File: src/rtl/cheshire_pkg.sv
// Shared types and constants for the Cheshire virtual-context time-slice scheduler.
package cheshire_pkg;

    localparam int unsigned VctxtSliceWidth = 16;
    localparam int unsigned VctxtNumCtxts   = 4;

    typedef enum logic [1:0] {
        VCTXT_IDLE   = 2'd0,
        VCTXT_SWITCH = 2'd1,
        VCTXT_RUN    = 2'd2
    } vctxt_sched_state_e;

    typedef logic [$clog2(VctxtNumCtxts)-1:0] vctxt_idx_t;

endpackage

File: src/rtl/cheshire_vctxt_rr_pick.sv
// Round-robin picker: first set bit of mask at or after start, wrapping at NumCtxts-1.
module cheshire_vctxt_rr_pick #(
    parameter  int unsigned NumCtxts = 4,
    localparam int unsigned IdxWidth = $clog2(NumCtxts)
) (
    input  logic [NumCtxts-1:0] mask,
    input  logic [IdxWidth-1:0] start,
    output logic [IdxWidth-1:0] idx,
    output logic                found
);

    int unsigned cand_s;

    // Scan the mask from start, taking the first hit.
    always_comb begin
        idx    = {IdxWidth{1'b0}};
        found  = 1'b0;
        cand_s = 32'd0;
        for (int unsigned k = 0; k < NumCtxts; k++) begin
            cand_s = 32'(start) + k;
            if (cand_s >= NumCtxts) begin
                cand_s = cand_s - NumCtxts;
            end else begin
                cand_s = cand_s;
            end
            if (!found && mask[cand_s[IdxWidth-1:0]]) begin
                found = 1'b1;
                idx   = cand_s[IdxWidth-1:0];
            end else begin
                found = found;
            end
        end
    end

endmodule

File: src/rtl/cheshire_vctxt_sched.sv
// Time-slice scheduler for vCLIC virtual supervisor contexts with req/ack switch handshake.
// Optional interrupt-driven preemption: define CHESHIRE_VCTXT_PREEMPT_EN.
module cheshire_vctxt_sched
    import cheshire_pkg::*;
#(
    parameter  int unsigned NumCtxts   = VctxtNumCtxts,
    parameter  int unsigned SliceWidth = VctxtSliceWidth,
    parameter  int unsigned PrioWidth  = 1,
    localparam int unsigned IdxWidth   = $clog2(NumCtxts)
) (
    input  logic                           clk_i,
    input  logic                           rst_i,
    input  logic                           en_i,
    input  logic [NumCtxts-1:0]            ctxt_en_i,
    input  logic [NumCtxts*SliceWidth-1:0] slice_len_i,
    input  logic [NumCtxts-1:0]            irq_pend_i,
    input  logic [NumCtxts*PrioWidth-1:0]  irq_prio_i,
    output logic                           switch_req_o,
    output logic [IdxWidth-1:0]            switch_next_o,
    input  logic                           switch_ack_i,
    output logic                           active_valid_o,
    output logic [IdxWidth-1:0]            active_ctxt_o,
    output logic                           preempt_o
);

    vctxt_sched_state_e    state_r, state_s;
    logic [SliceWidth-1:0] cnt_r, cnt_s;
    logic [IdxWidth-1:0]   active_r, active_s;
    logic [IdxWidth-1:0]   next_r, next_s;
    logic                  valid_r, valid_s;
    logic                  req_r;
    logic                  preempt_r, preempt_s;

    logic [IdxWidth-1:0]   pick_start_s, pick_idx_s;
    logic                  pick_found_s;
    logic                  pre_hit_s;
    logic [IdxWidth-1:0]   pre_idx_s;

    // A zero slice length still grants one cycle, so the counter loads max(len,1)-1.
    function automatic logic [SliceWidth-1:0] slice_load(
        input logic [NumCtxts*SliceWidth-1:0] lens,
        input logic [IdxWidth-1:0]            sel
    );
        logic [SliceWidth-1:0] len;
        len = lens[sel*SliceWidth +: SliceWidth];
        if (len == {SliceWidth{1'b0}}) begin
            return {SliceWidth{1'b0}};
        end else begin
            return len - {{(SliceWidth-1){1'b0}}, 1'b1};
        end
    endfunction

    // Initial selection scans from 0; rotation scans from the slot after the active one.
    always_comb begin
        if (state_r == VCTXT_IDLE) begin
            pick_start_s = {IdxWidth{1'b0}};
        end else if (active_r == IdxWidth'(NumCtxts - 1)) begin
            pick_start_s = {IdxWidth{1'b0}};
        end else begin
            pick_start_s = active_r + {{(IdxWidth-1){1'b0}}, 1'b1};
        end
    end

    cheshire_vctxt_rr_pick #(
        .NumCtxts (NumCtxts)
    ) i_rr_pick (
        .mask  (ctxt_en_i),
        .start (pick_start_s),
        .idx   (pick_idx_s),
        .found (pick_found_s)
    );

`ifdef CHESHIRE_VCTXT_PREEMPT_EN
    logic [PrioWidth-1:0] pre_prio_s, act_prio_s, cand_prio_s;
    logic                 act_pend_s;

    // Highest strictly-outranking pending context wins; ties keep the lowest index.
    always_comb begin
        act_pend_s  = irq_pend_i[active_r];
        act_prio_s  = irq_prio_i[active_r*PrioWidth +: PrioWidth];
        pre_hit_s   = 1'b0;
        pre_idx_s   = {IdxWidth{1'b0}};
        pre_prio_s  = {PrioWidth{1'b0}};
        cand_prio_s = {PrioWidth{1'b0}};
        for (int unsigned j = 0; j < NumCtxts; j++) begin
            cand_prio_s = irq_prio_i[j*PrioWidth +: PrioWidth];
            if ((IdxWidth'(j) != active_r) && ctxt_en_i[j] && irq_pend_i[j] &&
                (!act_pend_s || (cand_prio_s > act_prio_s)) &&
                (!pre_hit_s || (cand_prio_s > pre_prio_s))) begin
                pre_hit_s  = 1'b1;
                pre_idx_s  = IdxWidth'(j);
                pre_prio_s = cand_prio_s;
            end else begin
                pre_hit_s = pre_hit_s;
            end
        end
    end
`else
    logic unused_irq_s;
    assign unused_irq_s = ^{irq_pend_i, irq_prio_i};
    assign pre_hit_s    = 1'b0;
    assign pre_idx_s    = {IdxWidth{1'b0}};
`endif

    // Next-state and next-output logic.
    always_comb begin
        state_s   = state_r;
        cnt_s     = cnt_r;
        active_s  = active_r;
        next_s    = next_r;
        valid_s   = valid_r;
        preempt_s = 1'b0;
        case (state_r)
            VCTXT_IDLE: begin
                valid_s = 1'b0;
                if (en_i && pick_found_s) begin
                    next_s  = pick_idx_s;
                    state_s = VCTXT_SWITCH;
                end else begin
                    state_s = VCTXT_IDLE;
                end
            end
            VCTXT_SWITCH: begin
                if (!switch_ack_i) begin
                    state_s = VCTXT_SWITCH;
                end else if (en_i && ctxt_en_i[next_r]) begin
                    active_s = next_r;
                    valid_s  = 1'b1;
                    cnt_s    = slice_load(slice_len_i, next_r);
                    state_s  = VCTXT_RUN;
                end else begin
                    valid_s = 1'b0;
                    state_s = VCTXT_IDLE;
                end
            end
            VCTXT_RUN: begin
                if (!en_i) begin
                    valid_s = 1'b0;
                    state_s = VCTXT_IDLE;
                end else if (!ctxt_en_i[active_r]) begin
                    if (pick_found_s) begin
                        next_s  = pick_idx_s;
                        state_s = VCTXT_SWITCH;
                    end else begin
                        valid_s = 1'b0;
                        state_s = VCTXT_IDLE;
                    end
                end else if (pre_hit_s) begin
                    next_s    = pre_idx_s;
                    preempt_s = 1'b1;
                    state_s   = VCTXT_SWITCH;
                end else if (cnt_r == {SliceWidth{1'b0}}) begin
                    if (pick_idx_s == active_r) begin
                        cnt_s = slice_load(slice_len_i, active_r);
                    end else begin
                        next_s  = pick_idx_s;
                        state_s = VCTXT_SWITCH;
                    end
                end else begin
                    cnt_s = cnt_r - {{(SliceWidth-1){1'b0}}, 1'b1};
                end
            end
            default: begin
                valid_s = 1'b0;
                state_s = VCTXT_IDLE;
            end
        endcase
    end

    // State and registered outputs.
    always_ff @(posedge clk_i) begin
        if (rst_i) begin
            state_r   <= VCTXT_IDLE;
            cnt_r     <= {SliceWidth{1'b0}};
            active_r  <= {IdxWidth{1'b0}};
            next_r    <= {IdxWidth{1'b0}};
            valid_r   <= 1'b0;
            req_r     <= 1'b0;
            preempt_r <= 1'b0;
        end else begin
            state_r   <= state_s;
            cnt_r     <= cnt_s;
            active_r  <= active_s;
            next_r    <= next_s;
            valid_r   <= valid_s;
            req_r     <= (state_s == VCTXT_SWITCH);
            preempt_r <= preempt_s;
        end
    end

    assign switch_req_o   = req_r;
    assign switch_next_o  = next_r;
    assign active_valid_o = valid_r;
    assign active_ctxt_o  = active_r;
    assign preempt_o      = preempt_r;

endmodule

File: config.mk
export PLATFORM = sky130hd
export DESIGN_NAME = cheshire_vctxt_sched
export DESIGN_NICKNAME = d
export VERILOG_FILES = /design/src/rtl/cheshire_pkg.sv /design/src/rtl/cheshire_vctxt_rr_pick.sv /design/src/rtl/cheshire_vctxt_sched.sv
export SDC_FILE = /design/constraint.sdc
export NUM_CORES = 1
export LEC_CHECK = 0
export ABC_AREA = 1
export CAP_MARGIN = 10
export CORE_UTILIZATION = 40
export DETAILED_ROUTE_END_ITERATION = 16
export GPL_ROUTABILITY_DRIVEN = 0
export PLACE_DENSITY = 0.78
export SLEW_MARGIN = 20
export SYNTH_ARGS = -nofsm -noshare
export SYNTH_HDL_FRONTEND = slang
export SYNTH_SLANG_ARGS = --single-unit
File: constraint.sdc
create_clock -name clk_i -period 3.31 [get_ports clk_i]
set_input_delay 0.662 -clock clk_i [delete_from_list [all_inputs] [get_ports clk_i]]
set_output_delay 0.662 -clock clk_i [all_outputs]
set_load 0.02 [all_outputs]
==> metrics.md <==
| Metric | Value |
|---|---|
| Drt pass-1 iters | `5` |
| Wire length per cell | `12.3 µm` |
| First-pass GRT wire length | `18,500 µm` |
| FMAX | `0.346 GHz` |
| Vias per cell | `5.12` |
| Final Setup Violations | `0` |
| Pin count of the biggest net entering global routing | `38` |
| Ratio of cells with drive above 1 in the final layout | `6.41%` |
| CTS Sinks | `24` |
| CTS Hold Bufs | `0` |
| Kind of critical path | `in2reg` |
| CTS tree | `yes` |
| Drc violations | `0` |
| Insertion delay to the later sink of the worst-skew pair | `270 ps` |
| Minimum clock period | `2890 ps` |
| Syn_nets | `808` |
| VDD IR max | `179 µV` |
| Actual slew at the worst max-slew pin | `629 ps` |
| Dpl cell area | `0.00475 mm²` |
| Total congestion overflow | `0` |
| Worst slew margin | `58.0%` |
| Syn_area_per_cell | `5.46 µm²` |
| Fin area | `0.00482 mm²` |
| Die height | `101 µm` |
| IO Pins | `87` |
| Antenna fix cells | `0` |
| DIE WIDTH | `101 µm` |
| Area of the multi-input gates | `0.00292 mm²` |
| Setup WS pre-CTS | `130 ps` |
| RSZ-0062 raised after global routing | `false` |
| Yosys warnings | `0` |
| Seq cells post-synth | `24` |
| PwrDens | `315 mW/mm²` |
| Netlist cell types | `45` |
| Ys async rst share | `0%` |
| CTS buffer count | `3` |
| Effective utilization at floorplan | `41.9%` |
| Fin Clk Skew | `7.91 ps` |
| Fin crit share | `87.2%` |
| Final setup TNS | `0 ps` |
| Leak | `2.31 nW` |
| Core Box Area | `0.00942 mm²` |
| Status | `complete, no violations` |
| Vias in the first global route | `4,081` |
| IO buf count | `77` |
| Die area | `0.0103 mm²` |
| Total Wirelength | `11,200 µm` |
| CTS Buffer Depth | `2` |
| Final Util | `51.2%` |
| Final net count | `866` |
| Critical path fanouts, max | `11` |
| Drt first-iter violations | `244` |
| Cell count after synthesis | `723` |
| Post-CTS setup buffers | `0` |
| Layout fillers | `1,020` |
| Post-synth EDFFs | `0` |
| Crit path capture type | `flip-flop` |
| Max-cap violation count | `0` |
| CTS resizes | `0` |
| Reg area | `480 µm²` |
| Antenna violations before repair | `0` |
| Crit path arrival time | `3060 ps` |
| Endpoints failing hold | `0` |
| Slew Viols, Final | `0` |
| Hold WC Path Type | `reg2reg` |
| GRT Util Overall | `22.1%` |
| Final HPWL DP | `8710 µm` |
| Vias | `4,657` |
| Slack of the critical path | `424 ps` |
| Startpoint types | `input port` |
| CP required | `3480 ps` |
| Root Driver | `clkbuf_8` |
| Row count | `35` |
| Area delta synth->final | `22.1%` |
| Main flop type after synthesis | `dfxtp_1` |
| Most common cell after layout, fill and taps aside | `nand2_1` |
| H-tree levels | `1` |
| Post-synthesis sequential area ratio | `12.2%` |
| Mapped Area | `0.00395 mm²` |
| Most frequent cells in the layout | `nand2_1 (207), inv_1 (78), nor2_1 (77), clkdlybuf4s50_1 (77), nand3_1 (61)` |
| Clk pin slew, worst setup/hold paths | `90 ps` |
| Routed Antenna Nets | `0` |
-- final cells by class --
class | instances | area share (%)
flip-flops and latches | 24 | 9.96
clock buffers | 3 | 0.856
clock inverters | 1 | 0.623
repair buffers | 86 | 18.2
multi-input cells | 582 | 60.5
inverters | 84 | 6.59
well taps | 129 | 3.35
-- worst paths after layout --
kind	startpoint	end	slack, ps	cells past startpoint
hold / removal	active_valid_o$_SDFFE_PP0P_	active_valid_o$_SDFFE_PP0P_	490	2
hold reg to reg	active_valid_o$_SDFFE_PP0P_	active_valid_o$_SDFFE_PP0P_	490	2
setup reg to reg	active_ctxt_o[0]$_SDFFE_PP0P_	cnt_r[14]$_SDFFE_PP0P_	440	15
setup / recovery	slice_len_i[33]	cnt_r[4]$_SDFFE_PP0P_	420	15
-- flip-flops by register name, summed over array words and instances, names as in the netlist --
register	count
cnt_r	16
active_ctxt_o	2
state_r	2
switch_next_o	2
active_valid_o	1
switch_req_o	1
-- cell usage after synthesis (5+ instances only) --
| cell | number | area (µm²) |
|---|---|---|
| clkbuf_1 | 6 | 22.5 |
| nand4_1 | 13 | 81.3 |
| inv_2 | 5 | 18.8 |
| buf_6 | 9 | 101 |
| buf_2 | 10 | 50.1 |
| o21ai_0 | 48 | 240 |
| nand3_1 | 61 | 305 |
| ha_1 | 5 | 62.6 |
| nand2_1 | 207 | 777 |
| o21ai_1 | 14 | 70.1 |
| buf_4 | 8 | 60.1 |
| nor2_1 | 77 | 289 |
| xnor2_1 | 10 | 87.6 |
| inv_1 | 78 | 293 |
| xor2_1 | 23 | 201 |
| a21oi_1 | 56 | 280 |
| dfxtp_1 | 24 | 480 |
| nand2_2 | 11 | 68.8 |
| nor3_1 | 11 | 55.1 |
-- worst max-delay path, stage by stage --
cell,delay [ps]
clkdlybuf4s50_1,410
o21ai_0,140
nor2_1,60
a21oi_1,230
ha_1,230
inv_1,50
nor2_1,180
nand2_1,130
nor2_2,170
nand2_1,120
o21ai_2,170
buf_4,190
o21ai_0,110
a21oi_1,130
nor2_1,50
-- kinds of logic (layout without fill, tap and decap cells) --
group / after synthesis / after routing / share of synthesized area, %
simple gates: 404 / 404 / 44.9
fa+ha+maj: 5 / 5 / 1.58
other cells: 1 / 1 / 0.0950
flops: 24 / 24 / 12.2
compound gates: 139 / 139 / 20.0
xor+xnor: 33 / 33 / 7.32
buf+inv: 117 / 174 / 14.0
-- where the power goes --
| group | switching, W | internal [W] | total, W |
|---|---|---|---|
| Combinational | 0.000560 | 0.000374 | 0.000934 |
| Clock | 0.000101 | 0.000162 | 0.000263 |
| Sequential | 0.0000203 | 0.000303 | 0.000324 |
-- metal layers --
layer / global-route usage (%) / vias up / part of all wire (%)
met4: 3.90 / 0 / 1.1
met5: 0 / - / 0
li1: - / 2457 / -
met2: 40.1 / 129 / 48
met1: 28.5 / 2059 / 47
met3: 2.07 / 12 / 3.9
-- per-stage QoR --
stage / total power (W) / hold WS (ps) / instances
CTS: 0.00152 / 493 / 909
global route: 0.00166 / 512 / 909
floorplan: 0.00101 / 543 / 723
finish: 0.00152 / 486 / 909
global placement: 0.00125 / 466 / 905
detailed placement: 0.00126 / 479 / 905
Note: power is estimated with default switching activity, not from simulation.
